[src/rtl/i2c_cmd_arbiter_if.sv]
// i2c_cmd_arbiter_if: requester handshake and I2C_Controller signals around the command arbiter
interface i2c_cmd_arbiter_if #(parameter int NUM_REQ = 3);
  logic [NUM_REQ-1:0] req, ack, err;
  logic [24*NUM_REQ-1:0] req_data;
  logic [2:0] owner;
  logic busy, i2c_go, i2c_end;
  logic [23:0] i2c_data;
  modport master (output req, req_data, i2c_end, input ack, err, owner, busy, i2c_data, i2c_go);
  modport slave (input req, req_data, i2c_end, output ack, err, owner, busy, i2c_data, i2c_go);
endinterface

[src/rtl/i2c_cmd_arbiter.sv]
// i2c_cmd_arbiter: round-robin sharing of one I2C_Controller with gap enforcement and timeout abort
module i2c_cmd_arbiter #(
  parameter int NUM_REQ = 3,
  parameter int GAP_CYCLES = 10000,
  parameter int TIMEOUT_CYCLES = 200000
) (
  input logic CLOCK_50,
  input logic resetn,
  i2c_cmd_arbiter_if.slave bus
);
  localparam int CW = $clog2((TIMEOUT_CYCLES > GAP_CYCLES ? TIMEOUT_CYCLES : GAP_CYCLES) + 1);
  localparam int TW = CW > 18 ? CW : 18;
  localparam logic [2:0] IDLE = 3'd0, START = 3'd1, BUSY = 3'd2, DONE = 3'd3, ABORT = 3'd4, GAP = 3'd5;
  logic [2:0] state, owner, nxt;
  logic [TW-1:0] timer;
  logic [23:0] data, word;
  logic [NUM_REQ-1:0] ack, err;
  logic go, hit;
  int d, best;
  // nearest set request after the last owner wins, so the last owner has lowest priority
  always_comb begin
    hit = 1'b0;
    nxt = owner;
    word = '0;
    d = 0;
    best = NUM_REQ;
    for (int j = 0; j < NUM_REQ; j++) begin
      d = (j + 2 * NUM_REQ - int'(owner) - 1) % NUM_REQ;
      if (bus.req[j] && d < best) begin
        best = d;
        nxt = 3'(j);
        word = bus.req_data[24*j +: 24];
        hit = 1'b1;
      end
    end
  end
  always_ff @(posedge CLOCK_50 or negedge resetn)
    if (!resetn) begin
      state <= IDLE;
      timer <= '0;
      owner <= 3'(NUM_REQ - 1);
      data <= '0;
      go <= 1'b0;
      ack <= '0;
      err <= '0;
    end else begin
      ack <= '0;
      err <= '0;
      timer <= timer + TW'(~&timer);
      case (state)
        IDLE: if (hit) begin
          owner <= nxt;
          data <= word;
          go <= 1'b1;
          timer <= '0;
          state <= START;
        end
        START: if (!bus.i2c_end) begin
          timer <= '0;
          state <= BUSY;
        end else if (timer == TW'(TIMEOUT_CYCLES)) begin
          timer <= '0;
          state <= ABORT;
        end
        BUSY: if (bus.i2c_end) begin
          timer <= '0;
          state <= DONE;
        end else if (timer == TW'(TIMEOUT_CYCLES)) begin
          timer <= '0;
          state <= ABORT;
        end
        DONE: begin
          go <= 1'b0;
          ack <= NUM_REQ'(1) << owner;
          timer <= '0;
          state <= GAP;
        end
        ABORT: begin
          go <= 1'b0;
          err <= NUM_REQ'(1) << owner;
          timer <= '0;
          state <= GAP;
        end
        GAP: if (timer == TW'(GAP_CYCLES)) begin
          timer <= '0;
          state <= IDLE;
        end
        default: state <= IDLE;
      endcase
    end
  assign bus.ack = ack;
  assign bus.err = err;
  assign bus.owner = owner;
  assign bus.busy = state != IDLE;
  assign bus.i2c_data = data;
  assign bus.i2c_go = go;
endmodule

[src/flat_wrapper.sv]
// flat-port wrapper written by rule: the top's interface ports become plain ports
module i2c_cmd_arbiter_flat 
#(
  parameter int NUM_REQ = 3,
  parameter int GAP_CYCLES = 10000,
  parameter int TIMEOUT_CYCLES = 200000
)
  (CLOCK_50, resetn, bus_req, bus_req_data, bus_i2c_end, bus_ack, bus_err, bus_owner, bus_busy, bus_i2c_data, bus_i2c_go);
  i2c_cmd_arbiter_if #(.NUM_REQ(NUM_REQ)) bus_i ();
  input logic CLOCK_50;
  input logic resetn;
  input wire logic [$bits(bus_i.req)-1:0] bus_req;
  input wire logic [$bits(bus_i.req_data)-1:0] bus_req_data;
  input wire logic [$bits(bus_i.i2c_end)-1:0] bus_i2c_end;
  output wire logic [$bits(bus_i.ack)-1:0] bus_ack;
  output wire logic [$bits(bus_i.err)-1:0] bus_err;
  output wire logic [$bits(bus_i.owner)-1:0] bus_owner;
  output wire logic [$bits(bus_i.busy)-1:0] bus_busy;
  output wire logic [$bits(bus_i.i2c_data)-1:0] bus_i2c_data;
  output wire logic [$bits(bus_i.i2c_go)-1:0] bus_i2c_go;
  assign bus_i.req = bus_req;
  assign bus_i.req_data = bus_req_data;
  assign bus_i.i2c_end = bus_i2c_end;
  assign bus_ack = bus_i.ack;
  assign bus_err = bus_i.err;
  assign bus_owner = bus_i.owner;
  assign bus_busy = bus_i.busy;
  assign bus_i2c_data = bus_i.i2c_data;
  assign bus_i2c_go = bus_i.i2c_go;
  i2c_cmd_arbiter #(.NUM_REQ(NUM_REQ), .GAP_CYCLES(GAP_CYCLES), .TIMEOUT_CYCLES(TIMEOUT_CYCLES)) u_core (.CLOCK_50(CLOCK_50), .resetn(resetn), .bus(bus_i));
endmodule
[config.mk]
export PLATFORM = sky130hd
export DESIGN_NAME = i2c_cmd_arbiter_flat
export DESIGN_NICKNAME = d
export VERILOG_FILES = /design/src/rtl/i2c_cmd_arbiter_if.sv /design/src/rtl/i2c_cmd_arbiter.sv /design/src/flat_wrapper.sv
export SDC_FILE = /design/constraint.sdc
export NUM_CORES = 1
export LEC_CHECK = 0
export CORE_ASPECT_RATIO = 0.9
export CORE_MARGIN = 8
export CORE_UTILIZATION = 30
export DETAILED_ROUTE_END_ITERATION = 7
export PLACE_DENSITY_LB_ADDON = 0.25
export SLEW_MARGIN = 10
export SYNTH_ARGS = -nofsm -noshare
export SYNTH_HDL_FRONTEND = slang
export SYNTH_SLANG_ARGS = --single-unit
[constraint.sdc]
create_clock -name CLOCK_50 -period 20.6 [get_ports CLOCK_50]
set_clock_uncertainty 0.2 [all_clocks]
set_input_delay 4.12 -clock CLOCK_50 [delete_from_list [all_inputs] [get_ports CLOCK_50]]
set_output_delay 4.12 -clock CLOCK_50 [all_outputs]
set_load 0.02 [all_outputs]
==> results of run 1 <==
-- worst max-delay path: cells and delay by family --
kind,cells,cell delay (ns)
AOI/OAI and AO/OA,18,4.78
and+or+nand+nor,7,1.85
buffers and inverters,3,1.49
adders and majority gates,2,0.54
-- stage by stage --
| stage | std cells | hold WS (ns) |
|---|---|---|
| after detailed placement | 1081 | 0.2747 |
| final | 1089 | 0.3004 |
| after global routing | 1089 | 0.3162 |
| after global placement | 1081 | 0.2715 |
| after floorplan | 765 | 0.3215 |
| after CTS | 1089 | 0.2981 |
-- state kept, by name, indices dropped and copies added (netlist names) --
register             count
u_core.timer            18
u_core.bus.i2c_go        1
u_core.bus.ack           3
u_core.bus.owner         2
u_core.bus.err           3
u_core.bus.i2c_data     24
u_core.state             3
-- placed cells by master, fill, tap and decap left out, drive strengths merged, types with 9 or more instances in the layout --
| cell | instances |
|---|---|
| dfrtp | 53 |
| nor2b | 9 |
| clkdlybuf4s50 | 110 |
| nand2b | 9 |
| buf | 9 |
| a21oi | 67 |
| nor2 | 52 |
| nand4 | 13 |
| a41o | 24 |
| nand2 | 85 |
| xnor2 | 9 |
| inv | 19 |
| a31o | 13 |
| nand3 | 42 |
| a21o | 15 |
| a31oi | 19 |
| ha | 81 |
| o2bb2ai | 25 |
| xor2 | 17 |
| o21a | 31 |
| o21ai | 30 |
-- final cells by class --
| type | count | area share [%] |
|---|---|---|
| Timing Repair Buffer | 119 | 15.42 |
| Clock buffer | 5 | 1.654 |
| Tap cell | 255 | 4.218 |
| Sequential cell | 54 | 17.88 |
| Multi-Input combinational cell | 634 | 59.50 |
| Inverter | 19 | 0.9429 |
| Clock inverter | 3 | 0.3805 |
-- logic make-up after synthesis --
| kind of cell | synth area share [%] |
|---|---|
| other | 0.06072 |
| adder cells (fa/ha/maj) | 16.41 |
| AND/OR/NAND/NOR | 19.35 |
| AO/OA/AOI/OAI | 32.09 |
| multiplexers | 1.074 |
| flip-flops | 21.90 |
| XOR/XNOR | 3.687 |
| buffers and inverters | 5.429 |
-- metal layers --
metal / GRT usage [%] / part of all wire, % / vias to the layer above
li1: - / - / 3005
met1: 19.95 / 46 / 2841
met2: 25.17 / 49 / 82
met3: 2.512 / 3.3 / 20
met4: 2.804 / 1.4 / 0
met5: 0 / 0 / -
-- path summary, 6_finish.rpt --
check	startpoint	end	slack (ns)	depth (start not counted)
max in group asynchronous	resetn	u_core.bus.err[1]$_DFF_PN0_	15.93	2
hold / removal	u_core.bus.i2c_data[14]$_DFFE_PN0P_	u_core.bus.i2c_data[14]$_DFFE_PN0P_	0.30	1
hold reg to reg	u_core.bus.i2c_data[14]$_DFFE_PN0P_	u_core.bus.i2c_data[14]$_DFFE_PN0P_	0.30	1
min in group asynchronous	resetn	u_core.timer[2]$_DFF_PN0_	3.74	2
setup / recovery	bus_req[0]	u_core.timer[5]$_DFF_PN0_	7.73	30
setup reg to reg	u_core.bus.owner[0]$_DFFE_PN0P_	u_core.timer[5]$_DFF_PN0_	8.27	38
==> out/metrics.yaml, run 1 <==
placement:
  gp_congestion: 0.8341
  io_buffers: 111
  dpl_cell_area_mm2: 0.007410
  dp_hpwl_um: 14380
  dp_worst_setup_slack_ns: 7.505
finish:
  drive_above_1_share_pct: 7.194
  nFillCells: 2105
  final_util_pct: 37.61
  syn_to_final_growth_pct: 22.47
  regArea_mm2: 0.001353
  layout.nets: 992
  n_antenna_cell: 0
  final_area_mm2: 0.007564
  multi_input_area_mm2: 0.004501
setup_path:
  start_kind: "input port"
  slowest_stage: "clkdlybuf4s50_1"
  critPathRequiredTime_ns: 20.57
  endpoint_kind: "flop"
  crit_fanout: 30
  cp_common_cell: "a21o_1"
  arrival_ns: 12.84
  crit_type: "input port to flop"
  max_stage_delay_ns: 0.80
logic_synthesis:
  yosysTopAreaCellShare_pct: 21.47
  synthTopCellsByArea: "dfrtp_1 (21%), ha_1 (16%), a21oi_1 (5.4%)"
  synth.avg_cell_area_um2: 8.073
  syn_inst: 765
  yosysMostFrequentCell: "nand2_1"
  synth.distinct_cells: 73
  yosysSeqAreaShare_pct: 21.90
  async_reset_ff_share_pct: 100.0
  synth_fp_nets: 924
  yosysTopAreaCell: "dfrtp_1"
  synth-seq-cells: 54
  synth_flop_cell: "dfrtp_1"
  synth_edf_count: 0
  synth_warnings: 0
  synthTopCellsByCount: "nand2_1 (85), ha_1 (81), a21oi_1 (67)"
  syn_area_mm2: 0.006176
sta:
  min_period_ns: 12.87
  drv_slew: 0
  rsz0062_at_grt: "false"
  setup-tns-final_ns: 0
  final.setup.worst_slack_ns: 7.732
  maxSlewHeadroom_pct: 26.35
  setup_viol: 0
  max_freq_mhz: 77.71
  worst_pin_slew_ns: 1.097
  finalHoldViolCount: 0
  period_share_pct: 62.47
clock_network:
  h-tree-depth: 2
  cts-root-buf: "clkbuf_16"
  cts_hold_buf: 0
  ctsResizeCount: 0
  clk_latency_ns: 0.31
  clock-sinks: 54
  post_cts_buffers: 0
  clockBufferDepth: 2
  cts_tree: "yes"
  clk_pin_slew_ns: 0.09
  numCtsBuffers: 5
floorplanning:
  start_util_pct: 30.71
  die_area_mm2: 0.02544
  core_area_mm2: 0.02011
  die_w_um: 167.2
  rows: 49
  die_y_um: 152.1
  io_pins: 113
route:
  finalWirelength_um: 19490
  vias_per_cell: 5.462
  drt_iter0_drc: 314
  num_vias: 5948
  post-route-drc-count: 0
  drtAntennaViolNets: 0
  wl_per_cell_um: 17.90
  dr.pass1.iters: 5
global_route:
  grt_remaining_overflow: 0
  antenna_found_initial: 0
  grt_pass1_vias: 5769
  grt_util_all_layers_pct: 14.97
  grt_pass1_wl_um: 31640
  grt_max_degree: 60
flow_run:
  max-cap-violations: 0
min_path:
  min_path_type: "flop to flop"
outcome:
  status: "completed"
Power of run 1 is not shown: default switching activity piles up to over one toggle a cycle in this logic, so the estimate is an artifact.
==> inputs of run 2 (changes only) <==
==> constraint.sdc (replaced) <==
create_clock -name CLOCK_50 -period 13.1 [get_ports CLOCK_50]
set_clock_uncertainty 0.2 [all_clocks]
set_input_delay 2.62 -clock CLOCK_50 [delete_from_list [all_inputs] [get_ports CLOCK_50]]
set_output_delay 2.62 -clock CLOCK_50 [all_outputs]
set_load 0.02 [all_outputs]
==> run 2 against run 1 <==
  * Cell area rose by 0.46%
  * Largest cell class unchanged
  * Critical path type is now flop to flop
  * Count of clock-buffer cells in the layout did not move
  * Critical endpoint is now u_core.bus.i2c_data[10]$_DFFE_PN0P_
  * Via count is 0.35% higher
  * Highest routed layer unchanged
  * Non-clock buffer count increased by 2
  * Setup slack worse by 6.3 ns
==> out/metrics.yaml, run 2 (synthesis results as in run 1) <==
global_route:
  grt_max_degree: 60
  grt_pass1_wl_um: 31370
  grt_util_all_layers_pct: 14.81
  antenna_found_initial: 0
  grt_remaining_overflow: 0
  grt_pass1_vias: 5584
route:
  drtAntennaViolNets: 0
  drt_iter0_drc: 434
  wl_per_cell_um: 17.68
  dr.pass1.iters: 5
  post-route-drc-count: 0
  num_vias: 5969
  vias_per_cell: 5.471
  finalWirelength_um: 19290
setup_path:
  endpoint_kind: "flop"
  cp_common_cell: "ha_1"
  r2r_start: "u_core.bus.owner[0]$_DFFE_PN0P_"
  crit_cells: 38
  ff2ff_path_depth: 38
  crit_buf_inv: 4
  crit_fanout: 29
  start_kind: "flop"
  crit_start: "u_core.bus.owner[0]$_DFFE_PN0P_"
  slowest_stage: "o311ai_0"
  crit_type: "flop to flop"
  endpoint: "u_core.bus.i2c_data[10]$_DFFE_PN0P_"
  r2r_end: "u_core.bus.i2c_data[10]$_DFFE_PN0P_"
  max_stage_delay_ns: 0.85
  arrival_ns: 11.70
  critPathRequiredTime_ns: 13.08
  r2r_slack_ns: 1.38
  critPathTopFamily: "compound AO/OA/AOI/OAI gates"
clock_network:
  clockBufferDepth: 2
  h-tree-depth: 2
  clock-sinks: 54
  cts_hold_buf: 0
  numCtsBuffers: 5
  post_cts_buffers: 0
  clk_latency_ns: 0.31
  ctsResizeCount: 0
  cts-root-buf: "clkbuf_16"
  clk_pin_slew_ns: 0.09
  cts_tree: "yes"
finish:
  largest_register_ff_count: 24
  final_cell_mix: "clkdlybuf4s50_1 (110), nand2_1 (84), ha_1 (80), a21oi_1 (66), dfrtp_1 (53)"
  nFillCells: 2066
  layout.nets: 994
  syn_to_final_growth_pct: 23.03
  drive_above_1_share_pct: 7.416
  regArea_mm2: 0.001353
  mostFrequentLayoutCell: "clkdlybuf4s50_1"
  n_antenna_cell: 0
  multi_input_area_mm2: 0.004501
floorplanning:
  core_area_mm2: 0.02011
  die_area_mm2: 0.02544
  io_pins: 113
  start_util_pct: 30.71
  die_y_um: 152.1
  rows: 49
  die_w_um: 167.2
sta:
  maxSlewHeadroom_pct: 32.35
  rsz0062_at_grt: "false"
  setup_viol: 0
  max_freq_mhz: 85.35
  min_period_ns: 11.72
  finalHoldViolCount: 0
  period_share_pct: 89.44
  drv_slew: 0
  setup-tns-final_ns: 0
  worst_pin_slew_ns: 1.008
placement:
  gp_congestion: 0.8308
  io_buffers: 111
  dp_hpwl_um: 14060
outcome:
  status: "completed"
min_path:
  min_path_type: "flop to flop"
flow_run:
  max-cap-violations: 0
run 2: final cells by class:
type / count / share of cell area [%]
well taps: 255 / 4.199
inverters: 19 / 0.9386
multi-input cells: 634 / 59.23
repair buffers: 121 / 15.54
clock inverters: 3 / 0.6422
clock buffers: 5 / 1.647
flip-flops and latches: 54 / 17.80
run 2: worst register-to-register path, delay by kind of cell, from the launching register on:
| family | cells | cell delay, ns |
|---|---|---|
| AO/OA/AOI/OAI | 19 | 4.65 |
| flip-flops | 1 | 0.59 |
| buffers and inverters | 4 | 0.87 |
| AND/OR/NAND/NOR | 8 | 2.54 |
| adder cells (fa/ha/maj) | 6 | 2.55 |
| XOR/XNOR | 1 | 0.20 |
run 2: stage by stage:
stage / setup slack (ns) / std cells / util (%) / hold WS [ns] / area [µm²]
after floorplan: 3.277 / 765 / - / 0.3215 / 6176
after detailed placement: 1.584 / 1083 / 36.92 / 0.2777 / 7425
after CTS: 1.522 / 1091 / 37.79 / 0.3018 / 7599
after global placement: 1.865 / 1083 / 36.92 / 0.2737 / 7425
final: 1.383 / 1091 / 37.79 / 0.3005 / 7599
after global routing: 0.5251 / 1091 / 37.79 / 0.3159 / 7599
run 2: worst min path at each step:
stage | start | end | cells past startpoint
floorplan | u_core.timer[12]$_DFF_PN0_ | u_core.timer[12]$_DFF_PN0_ | 2
finish | u_core.bus.i2c_data[5]$_DFFE_PN0P_ | u_core.bus.i2c_data[5]$_DFFE_PN0P_ | 1
global placement | u_core.bus.i2c_data[10]$_DFFE_PN0P_ | u_core.bus.i2c_data[10]$_DFFE_PN0P_ | 1
CTS | u_core.bus.i2c_data[1]$_DFFE_PN0P_ | u_core.bus.i2c_data[1]$_DFFE_PN0P_ | 1
global route | u_core.bus.i2c_data[2]$_DFFE_PN0P_ | u_core.bus.i2c_data[2]$_DFFE_PN0P_ | 1
detailed placement | u_core.bus.i2c_data[17]$_DFFE_PN0P_ | u_core.bus.i2c_data[17]$_DFFE_PN0P_ | 1
run 2: per-layer routing:
metal	routed length [µm]	global-route usage, %
met1	9468	20.92
met2	9106	24.19
met3	607	2.072
met4	107	1.784
met5	0	0
Power of run 2 is left out for the same reason.
